--- config.mk ---
export PLATFORM = sky130hd
export DESIGN_NAME = vga_text_renderer_flat
export DESIGN_NICKNAME = d
export VERILOG_FILES = /design/src/rtl/vga_text_renderer_if.sv /design/src/rtl/vga_text_renderer.sv /design/src/flat_wrapper.sv
export SDC_FILE = /design/constraint.sdc
export NUM_CORES = 1
export LEC_CHECK = 0
export BUFFER_PORTS_ARGS = -buffer_cell sky130_fd_sc_hd__buf_2
export CAP_MARGIN = 20
export CORE_ASPECT_RATIO = 1.1
export CORE_UTILIZATION = 55
export DETAILED_ROUTE_END_ITERATION = 7
export PLACE_DENSITY = 0.8
export SKIP_CTS_REPAIR_TIMING = 1
export SYNTH_ARGS = -nofsm -noshare
export SYNTH_HDL_FRONTEND = slang
export SYNTH_SLANG_ARGS = --single-unit
--- constraint.sdc ---
create_clock -name clk_i -period 4.1 [get_ports clk_i]
set_input_delay 1.23 -clock clk_i [delete_from_list [all_inputs] [get_ports clk_i]]
set_output_delay 1.23 -clock clk_i [all_outputs]
set_load 0.02 [all_outputs]
--- src/rtl/vga_text_renderer_if.sv ---
// rtl/vga_text_renderer_if.sv - memory and video pin bundle for the text renderer
// Member names keep the renderer's point of view: _o are driven by the renderer, _i by the memories.
interface vga_text_renderer_if #(
  parameter int H_ACTIVE = 640,
  parameter int V_ACTIVE = 480,
  parameter int CHAR_W   = 8,
  parameter int CHAR_H   = 16,
  parameter int COLOR_W  = 4
);
  localparam int ADDR_W  = $clog2((H_ACTIVE / CHAR_W) * (V_ACTIVE / CHAR_H));
  localparam int FONT_AW = 8 + $clog2(CHAR_H);

  logic [ADDR_W-1:0]  cell_addr_o;
  logic [15:0]        cell_data_i;
  logic [FONT_AW-1:0] font_addr_o;
  logic [CHAR_W-1:0]  font_data_i;
  logic [COLOR_W-1:0] red_o;
  logic [COLOR_W-1:0] green_o;
  logic [COLOR_W-1:0] blue_o;
  logic               hsync_o;
  logic               vsync_o;
  logic               frame_start_o;

  modport master (
    output cell_addr_o, font_addr_o, red_o, green_o, blue_o, hsync_o, vsync_o, frame_start_o,
    input  cell_data_i, font_data_i
  );

  modport slave (
    input  cell_addr_o, font_addr_o, red_o, green_o, blue_o, hsync_o, vsync_o, frame_start_o,
    output cell_data_i, font_data_i
  );
endinterface

--- src/rtl/vga_text_renderer.sv ---
// rtl/vga_text_renderer.sv - text-mode VGA engine: timing, cell/font fetch, palette, blink, cursor
// Three-stage pipeline; all outputs land on the pins three clocks after the counter state they describe.
module vga_text_renderer #(
  parameter int H_ACTIVE     = 640,
  parameter int H_FP         = 16,
  parameter int H_SYNC       = 96,
  parameter int H_BP         = 48,
  parameter int V_ACTIVE     = 480,
  parameter int V_FP         = 10,
  parameter int V_SYNC       = 2,
  parameter int V_BP         = 33,
  parameter int HS_POL       = 0,
  parameter int VS_POL       = 0,
  parameter int CHAR_W       = 8,
  parameter int CHAR_H       = 16,
  parameter int COLOR_W      = 4,
  parameter int BLINK_FRAMES = 16
) (
  input  logic                                 clk_i,
  input  logic                                 rst_i,
  input  logic                                 en_i,
  input  logic                                 cursor_en_i,
  input  logic [$clog2(H_ACTIVE/CHAR_W)-1:0]   cursor_col_i,
  input  logic [$clog2(V_ACTIVE/CHAR_H)-1:0]   cursor_row_i,
  vga_text_renderer_if.master                  bus
);

  localparam int N_COL   = H_ACTIVE / CHAR_W;
  localparam int N_ROW   = V_ACTIVE / CHAR_H;
  localparam int ADDR_W  = $clog2(N_COL * N_ROW);
  localparam int H_TOTAL = H_ACTIVE + H_FP + H_SYNC + H_BP;
  localparam int V_TOTAL = V_ACTIVE + V_FP + V_SYNC + V_BP;
  localparam int HC_W    = $clog2(H_TOTAL);
  localparam int VC_W    = $clog2(V_TOTAL);
  localparam int CW_L    = $clog2(CHAR_W);
  localparam int CH_L    = $clog2(CHAR_H);
  localparam int COL_W   = $clog2(N_COL);
  localparam int ROW_W   = $clog2(N_ROW);
  localparam int COLC_W  = HC_W - CW_L;
  localparam int ROWC_W  = VC_W - CH_L;
  localparam int BF_W    = (BLINK_FRAMES > 1) ? $clog2(BLINK_FRAMES) : 1;

  localparam logic [HC_W-1:0] HC_LAST   = HC_W'(H_TOTAL - 1);
  localparam logic [VC_W-1:0] VC_LAST   = VC_W'(V_TOTAL - 1);
  localparam logic [HC_W-1:0] HC_ACT    = HC_W'(H_ACTIVE);
  localparam logic [VC_W-1:0] VC_ACT    = VC_W'(V_ACTIVE);
  localparam logic [VC_W-1:0] VC_ACT_M1 = VC_W'(V_ACTIVE - 1);
  localparam logic [HC_W-1:0] HS_BEG    = HC_W'(H_ACTIVE + H_FP);
  localparam logic [HC_W-1:0] HS_END    = HC_W'(H_ACTIVE + H_FP + H_SYNC);
  localparam logic [VC_W-1:0] VS_BEG    = VC_W'(V_ACTIVE + V_FP);
  localparam logic [VC_W-1:0] VS_END    = VC_W'(V_ACTIVE + V_FP + V_SYNC);
  localparam logic [CH_L-1:0] LINE_LAST = CH_L'(CHAR_H - 1);
  localparam logic [CH_L-1:0] CUR_LINE  = CH_L'(CHAR_H - 2);
  localparam logic [BF_W-1:0] BF_LAST   = BF_W'(BLINK_FRAMES - 1);
  localparam logic            HS_ACT    = (HS_POL != 0);
  localparam logic            VS_ACT    = (VS_POL != 0);

  logic [HC_W-1:0]   hc;
  logic [VC_W-1:0]   vc;
  logic [ADDR_W-1:0] row_base;
  logic [BF_W-1:0]   frame_cnt;
  logic              blink_on;
  logic              cur_en_q;
  logic [COL_W-1:0]  cur_col_q;
  logic [ROW_W-1:0]  cur_row_q;

  logic              h_last, v_last, h_act, v_act, act0, hs0, vs0, fs0, cur_hit0;
  logic [COLC_W-1:0] col0;
  logic [ROWC_W-1:0] row0;
  logic [CH_L-1:0]   line0;
  logic [CW_L-1:0]   px0;

  assign h_last = (hc == HC_LAST);
  assign v_last = (vc == VC_LAST);
  assign h_act  = (hc < HC_ACT);
  assign v_act  = (vc < VC_ACT);
  assign act0   = h_act && v_act;
  assign hs0    = (hc >= HS_BEG) && (hc < HS_END);
  assign vs0    = (vc >= VS_BEG) && (vc < VS_END);
  assign fs0    = (hc == '0) && (vc == '0);
  assign col0   = hc[HC_W-1:CW_L];
  assign row0   = vc[VC_W-1:CH_L];
  assign line0  = vc[CH_L-1:0];
  assign px0    = hc[CW_L-1:0];

  // Column term is zeroed in horizontal blanking so the address never leaves the buffer.
  assign bus.cell_addr_o = row_base + (h_act ? ADDR_W'(col0) : '0);

  assign cur_hit0 = cur_en_q && (col0 == COLC_W'(cur_col_q)) &&
                    (row0 == ROWC_W'(cur_row_q)) && (line0 >= CUR_LINE);

  always_ff @(posedge clk_i or posedge rst_i) begin
    if (rst_i) begin
      hc       <= '0;
      vc       <= '0;
      row_base <= '0;
    end else begin
      hc <= h_last ? '0 : hc + 1'b1;
      if (h_last) begin
        vc <= v_last ? '0 : vc + 1'b1;
        if (v_last)
          row_base <= '0;
        else if (line0 == LINE_LAST && vc < VC_ACT_M1)
          row_base <= row_base + ADDR_W'(N_COL);
      end
    end
  end

  // New blink phase and cursor take effect from the first pixel of a frame.
  always_ff @(posedge clk_i or posedge rst_i) begin
    if (rst_i) begin
      frame_cnt <= '0;
      blink_on  <= 1'b1;
      cur_en_q  <= 1'b0;
      cur_col_q <= '0;
      cur_row_q <= '0;
    end else begin
      if (h_last && v_last) begin
        if (frame_cnt == BF_LAST) begin
          frame_cnt <= '0;
          blink_on  <= ~blink_on;
        end else begin
          frame_cnt <= frame_cnt + 1'b1;
        end
      end
      if (fs0) begin
        cur_en_q  <= cursor_en_i;
        cur_col_q <= cursor_col_i;
        cur_row_q <= cursor_row_i;
      end
    end
  end

  logic            s1_act, s1_en, s1_hs, s1_vs, s1_fs, s1_cur, s1_boff;
  logic [CH_L-1:0] s1_line;
  logic [CW_L-1:0] s1_px;
  logic            s2_act, s2_en, s2_hs, s2_vs, s2_fs, s2_cur, s2_bg_only;
  logic [CW_L-1:0] s2_px;
  logic [3:0]      s2_fg;
  logic [2:0]      s2_bg;
  logic            s3_hs, s3_vs, s3_fs;
  logic [COLOR_W-1:0] red_q, green_q, blue_q;

  assign bus.font_addr_o = {bus.cell_data_i[7:0], s1_line};

  function automatic logic [COLOR_W-1:0] chan_lvl(input logic on, input logic inten);
    logic [COLOR_W-1:0] v;
    v = '0;
    if (on) begin
      v[COLOR_W-1] = 1'b1;
      if (inten) v = '1;
    end else if (inten) begin
      v[COLOR_W-2] = 1'b1;
    end
    return v;
  endfunction

  function automatic logic [3*COLOR_W-1:0] pal(input logic [3:0] idx);
    return {chan_lvl(idx[2], idx[3]), chan_lvl(idx[1], idx[3]), chan_lvl(idx[0], idx[3])};
  endfunction

  logic                 glyph_bit, fg_sel;
  logic [3*COLOR_W-1:0] rgb2;

  // CHAR_W is a power of two, so CHAR_W-1-px is just the bitwise complement of px.
  assign glyph_bit = bus.font_data_i[~s2_px];
  assign fg_sel    = s2_cur || (glyph_bit && !s2_bg_only);
  assign rgb2      = (s2_act && s2_en) ? (fg_sel ? pal(s2_fg) : pal({1'b0, s2_bg})) : '0;

  always_ff @(posedge clk_i or posedge rst_i) begin
    if (rst_i) begin
      s1_act     <= 1'b0;
      s1_en      <= 1'b0;
      s1_hs      <= 1'b0;
      s1_vs      <= 1'b0;
      s1_fs      <= 1'b0;
      s1_cur     <= 1'b0;
      s1_boff    <= 1'b0;
      s1_line    <= '0;
      s1_px      <= '0;
      s2_act     <= 1'b0;
      s2_en      <= 1'b0;
      s2_hs      <= 1'b0;
      s2_vs      <= 1'b0;
      s2_fs      <= 1'b0;
      s2_cur     <= 1'b0;
      s2_bg_only <= 1'b0;
      s2_px      <= '0;
      s2_fg      <= '0;
      s2_bg      <= '0;
      s3_hs      <= 1'b0;
      s3_vs      <= 1'b0;
      s3_fs      <= 1'b0;
      red_q      <= '0;
      green_q    <= '0;
      blue_q     <= '0;
    end else begin
      s1_act     <= act0;
      s1_en      <= en_i;
      s1_hs      <= hs0;
      s1_vs      <= vs0;
      s1_fs      <= fs0;
      s1_cur     <= cur_hit0 && blink_on;
      s1_boff    <= !blink_on;
      s1_line    <= line0;
      s1_px      <= px0;
      s2_act     <= s1_act;
      s2_en      <= s1_en;
      s2_hs      <= s1_hs;
      s2_vs      <= s1_vs;
      s2_fs      <= s1_fs;
      s2_cur     <= s1_cur;
      s2_bg_only <= s1_boff && bus.cell_data_i[15];
      s2_px      <= s1_px;
      s2_fg      <= bus.cell_data_i[11:8];
      s2_bg      <= bus.cell_data_i[14:12];
      s3_hs      <= s2_hs;
      s3_vs      <= s2_vs;
      s3_fs      <= s2_fs;
      {red_q, green_q, blue_q} <= rgb2;
    end
  end

  assign bus.red_o         = red_q;
  assign bus.green_o       = green_q;
  assign bus.blue_o        = blue_q;
  assign bus.hsync_o       = s3_hs ? HS_ACT : !HS_ACT;
  assign bus.vsync_o       = s3_vs ? VS_ACT : !VS_ACT;
  assign bus.frame_start_o = s3_fs;

endmodule

--- src/flat_wrapper.sv ---
// flat-port wrapper written by rule: the top's interface ports become plain ports
module vga_text_renderer_flat 
#(
  parameter int H_ACTIVE     = 640,
  parameter int H_FP         = 16,
  parameter int H_SYNC       = 96,
  parameter int H_BP         = 48,
  parameter int V_ACTIVE     = 480,
  parameter int V_FP         = 10,
  parameter int V_SYNC       = 2,
  parameter int V_BP         = 33,
  parameter int HS_POL       = 0,
  parameter int VS_POL       = 0,
  parameter int CHAR_W       = 8,
  parameter int CHAR_H       = 16,
  parameter int COLOR_W      = 4,
  parameter int BLINK_FRAMES = 16
)
  (clk_i, rst_i, en_i, cursor_en_i, cursor_col_i, cursor_row_i, bus_cell_addr_o, bus_font_addr_o, bus_red_o, bus_green_o, bus_blue_o, bus_hsync_o, bus_vsync_o, bus_frame_start_o, bus_cell_data_i, bus_font_data_i);
  vga_text_renderer_if #(.H_ACTIVE(H_ACTIVE), .V_ACTIVE(V_ACTIVE), .CHAR_W(CHAR_W), .CHAR_H(CHAR_H), .COLOR_W(COLOR_W)) bus_i ();
  input  logic clk_i;
  input  logic rst_i;
  input  logic en_i;
  input  logic cursor_en_i;
  input  logic [$clog2(H_ACTIVE/CHAR_W)-1:0] cursor_col_i;
  input  logic [$clog2(V_ACTIVE/CHAR_H)-1:0] cursor_row_i;
  output wire logic [$bits(bus_i.cell_addr_o)-1:0] bus_cell_addr_o;
  output wire logic [$bits(bus_i.font_addr_o)-1:0] bus_font_addr_o;
  output wire logic [$bits(bus_i.red_o)-1:0] bus_red_o;
  output wire logic [$bits(bus_i.green_o)-1:0] bus_green_o;
  output wire logic [$bits(bus_i.blue_o)-1:0] bus_blue_o;
  output wire logic [$bits(bus_i.hsync_o)-1:0] bus_hsync_o;
  output wire logic [$bits(bus_i.vsync_o)-1:0] bus_vsync_o;
  output wire logic [$bits(bus_i.frame_start_o)-1:0] bus_frame_start_o;
  input wire logic [$bits(bus_i.cell_data_i)-1:0] bus_cell_data_i;
  input wire logic [$bits(bus_i.font_data_i)-1:0] bus_font_data_i;
  assign bus_cell_addr_o = bus_i.cell_addr_o;
  assign bus_font_addr_o = bus_i.font_addr_o;
  assign bus_red_o = bus_i.red_o;
  assign bus_green_o = bus_i.green_o;
  assign bus_blue_o = bus_i.blue_o;
  assign bus_hsync_o = bus_i.hsync_o;
  assign bus_vsync_o = bus_i.vsync_o;
  assign bus_frame_start_o = bus_i.frame_start_o;
  assign bus_i.cell_data_i = bus_cell_data_i;
  assign bus_i.font_data_i = bus_font_data_i;
  vga_text_renderer #(.H_ACTIVE(H_ACTIVE), .H_FP(H_FP), .H_SYNC(H_SYNC), .H_BP(H_BP), .V_ACTIVE(V_ACTIVE), .V_FP(V_FP), .V_SYNC(V_SYNC), .V_BP(V_BP), .HS_POL(HS_POL), .VS_POL(VS_POL), .CHAR_W(CHAR_W), .CHAR_H(CHAR_H), .COLOR_W(COLOR_W), .BLINK_FRAMES(BLINK_FRAMES)) u_core (.clk_i(clk_i), .rst_i(rst_i), .en_i(en_i), .cursor_en_i(cursor_en_i), .cursor_col_i(cursor_col_i), .cursor_row_i(cursor_row_i), .bus(bus_i));
endmodule
==> summary.txt <==
Power
  • Tot Pwr: 1.52 mW
  • Power density over the cells: 339 nW/um2
  • Max IR drop VDD: 0.346 mV
  • Lkg Pwr: 2.10 nW

Critical path
  • CP Max Fanout: 10
  • Critical path class: reg -> out
  • R2R Path Start: u_core.vc[1]$_DFFE_PP0N_
  • Crit path arrival time: 2.46 ns
  • CP Capture Type: output pin
  • Crit path required time: 2.87 ns
  • Critical Path Source: u_core.hc[8]$_DFF_PP0_
  • CP Launch Type: flip-flop

Floorplanning
  • Starting density of the core: 57.2%
  • Ports: 79
  • Core Box Area: 7050 um2
  • Die width: 83.6 um
  • Die height: 91.8 um
  • Die area: 7670 um2
  • Placement row count: 32

Placed design
  • Port Buf Inserts: 62
  • Gpl congestion: 0.917
  • Hpwl dp: 5370 um

STA
  • Slew margin rel.: 44.4%
  • Setup TNS: 0 ns
  • Setup violations, final: 0
  • RSZ-0062 raised after global routing: no
  • Final Max Tran Viols: 0
  • Highest Clock Rate: 271 MHz
  • Tcrit/Tclk final: 90.1%
  • Final hold vios: 0
  • Tmin final: 3.69 ns
  • Clock skew: 0.0108 ns
  • Least-Margin Pin Slew: 0.827 ns

Logic synthesis
  • Synth Register Bits: 87
  • Async set or reset register ratio after synthesis: 100%
  • Post-synth top flop: dfrtp_1
  • Seq/Total Area, Yosys: 54.1%
  • Post-synth top area share: 53.4%
  • Number of synthesized flops with an enable pin: 0
  • Commonest cells post-synth: dfrtp_1, xnor2_1, nand2_1, mux2_2, nor2_1
  • Library cells used by synthesis: 52
  • Syn avg cell area: 11.3 um2
  • Gate Count Post-Synth: 358
  • Cell taking the most area after synthesis: dfrtp_1
  • Synth warn: 0
  • Syn nets: 407
  • Post-Syn Area: 4030 um2
  • Cell with the most instances after synthesis: dfrtp_1
  • Synth area leaders: dfrtp_1, xnor2_1, mux2_2

Detailed routing
  • Pre-antenna DRT Iters: 4
  • Post-Route WL: 7480 um
  • Drt first-iter violations: 213
  • Via density: 5.61
  • Number of routed nets with antenna violations: 0
  • Routed vias: 2758
  • DRC: 0
  • Post-DR wirelength/cell: 15.2 um

Finish
  • Area delta synth->final: 11.1%
  • Share of cells above drive strength 1: 26.0%
  • Ant diodes: 0
  • Filler cells: 553
  • Nets: 451

Global route
  • Vias in the first global route: 2740
  • GRT Overall Usage: 21.7%
  • Initial antenna violation count: 0
  • Remaining global-route overflow: 0
  • Pin count of the biggest net entering global routing: 50
  • First-pass GRT wire length: 13100 um

Clock network
  • CTS H-tree depth: 3
  • Clock root buffer: clkbuf_8
  • Num CTS Buffers: 9
  • Later-pin clock latency in the skew report: 0.37 ns
  • CTS Sinks: 87
  • Clock-pin slew on the worst setup and hold paths: 0.09 ns
  • CTS tree: done
  • Maximum root-to-sink buffer count: 2

Status
  • Run status: complete, no violations

Hold path
  • Hold Path Class: reg -> reg
  • Startpoint of the worst hold path: u_core.s2_hs$_DFF_PP0_

Flow run
  • Max-Cap Viols: 0
-- layout by cell type, fill, tap and decap left out, types with 2 or more instances in the layout --
cell type and n:
dfrtp_1 86, buf_2 62, xnor2_1 22, nand2_1 19, mux2_2 15, nor2_1 14
o21ai_0 13, nand3_1 12, nor3_1 12, inv_1 11, nand4_1 11, a21oi_1 11
xor2_1 11, ha_1 9, clkbuf_8 9, and2_1 8, or3_1 7, nor3b_1 5
nand3b_1 5, and3_1 4, mux2i_1 4, o41ai_1 4, nor2b_1 4, nand2b_1 4
nor4b_1 3, nor4_1 3, or4_1 3, a32oi_1 3, inv_8 3, buf_4 3
o31ai_1 2, clkinv_4 2
-- final timing paths --
kind | end | slack, ns | cells after the start
setup / recovery | bus_cell_addr_o[11] | 0.41 | 7
hold reg to reg | u_core.s3_hs$_DFF_PP0_ | 0.35 | 0
hold / removal | u_core.s3_hs$_DFF_PP0_ | 0.35 | 0
min in group asynchronous | u_core.s2_fg[0]$_DFF_PP0_ | 0.98 | 2
setup reg to reg | u_core.frame_cnt[0]$_DFFE_PP0P_ | 1.36 | 6
max in group asynchronous | u_core.cur_en_q$_DFFE_PP0P_ | 2.36 | 3
-- power breakdown --
part | total [mW] | internal [mW] | switching (mW)
Combinational | 0.0646 | 0.0285 | 0.0361
Clock | 0.575 | 0.239 | 0.336
Sequential | 0.879 | 0.872 | 0.00790
-- worst max-delay path, stage by stage, from the launching register on --
cell and delay, ns:
dfrtp_1 0.52, nor2b_1 0.22, ha_1 0.28, a21o_1 0.22, a21oi_1 0.39, nor4bb_1 0.14
xor2_1 0.16, buf_2 0.17
-- logic make-up (layout without fill, tap and decap cells) --
family / Yosys count / in the layout / synth area share, %
AND/OR/NAND/NOR: 122 / 122 / 17.4
AO/OA/AOI/OAI: 43 / 43 / 6.96
XOR/XNOR: 33 / 33 / 7.17
buffers and inverters: 44 / 93 / 5.84
multiplexers: 20 / 20 / 5.75
flip-flops: 87 / 87 / 54.1
adder cells (fa/ha/maj): 9 / 9 / 2.80
-- registers in the layout, summed over array words and instances, names as in the netlist, 2 cells and up --
register,count
u_core.cur_col_q,7
u_core.bus.blue_o,2
u_core.frame_cnt,4
u_core.vc,10
u_core.bus.red_o,3
u_core.s2_px,3
u_core.s1_px,3
u_core.s1_line,4
u_core.s2_fg,4
u_core.hc,10
u_core.s2_bg,3
u_core.row_base,8
u_core.bus.green_o,2
u_core.cur_row_q,5
-- per-stage QoR --
step                util [%]  cell area, um2  hold WS, ns  instances  setup slack [ns]
floorplan                  -            4030        0.331        358             0.621
global placement        60.7            4280        0.332        476             0.904
detailed placement      60.7            4280        0.335        476             0.804
CTS                     63.5            4480        0.356        492             0.388
global route            63.5            4480        0.366        492             0.254
finish                  63.5            4480        0.355        492             0.406
-- layout make-up --
type                       instances  area, um2  share of cell area [%]
tap                               85        106                    2.37
timing repair buffer              65        333                    7.43
clock buffer                       9        124                    2.77
sequential                        87       2180                    48.6
inverter                          12       46.3                    1.03
multi-input combinational        227       1620                    36.1
clock inverter                     7       75.1                    1.68
-- metal layers --
layer	vias up	global-route usage (%)	wire (um)	share of wire, %
met4	0	6.64	125	1.7
met2	99	36.7	3770	50
met5	-	0	0	0
met1	1314	27.2	3140	42
li1	1334	-	-	-
met3	11	5.94	450	6.0
Power figures use the tool's default switching activity.
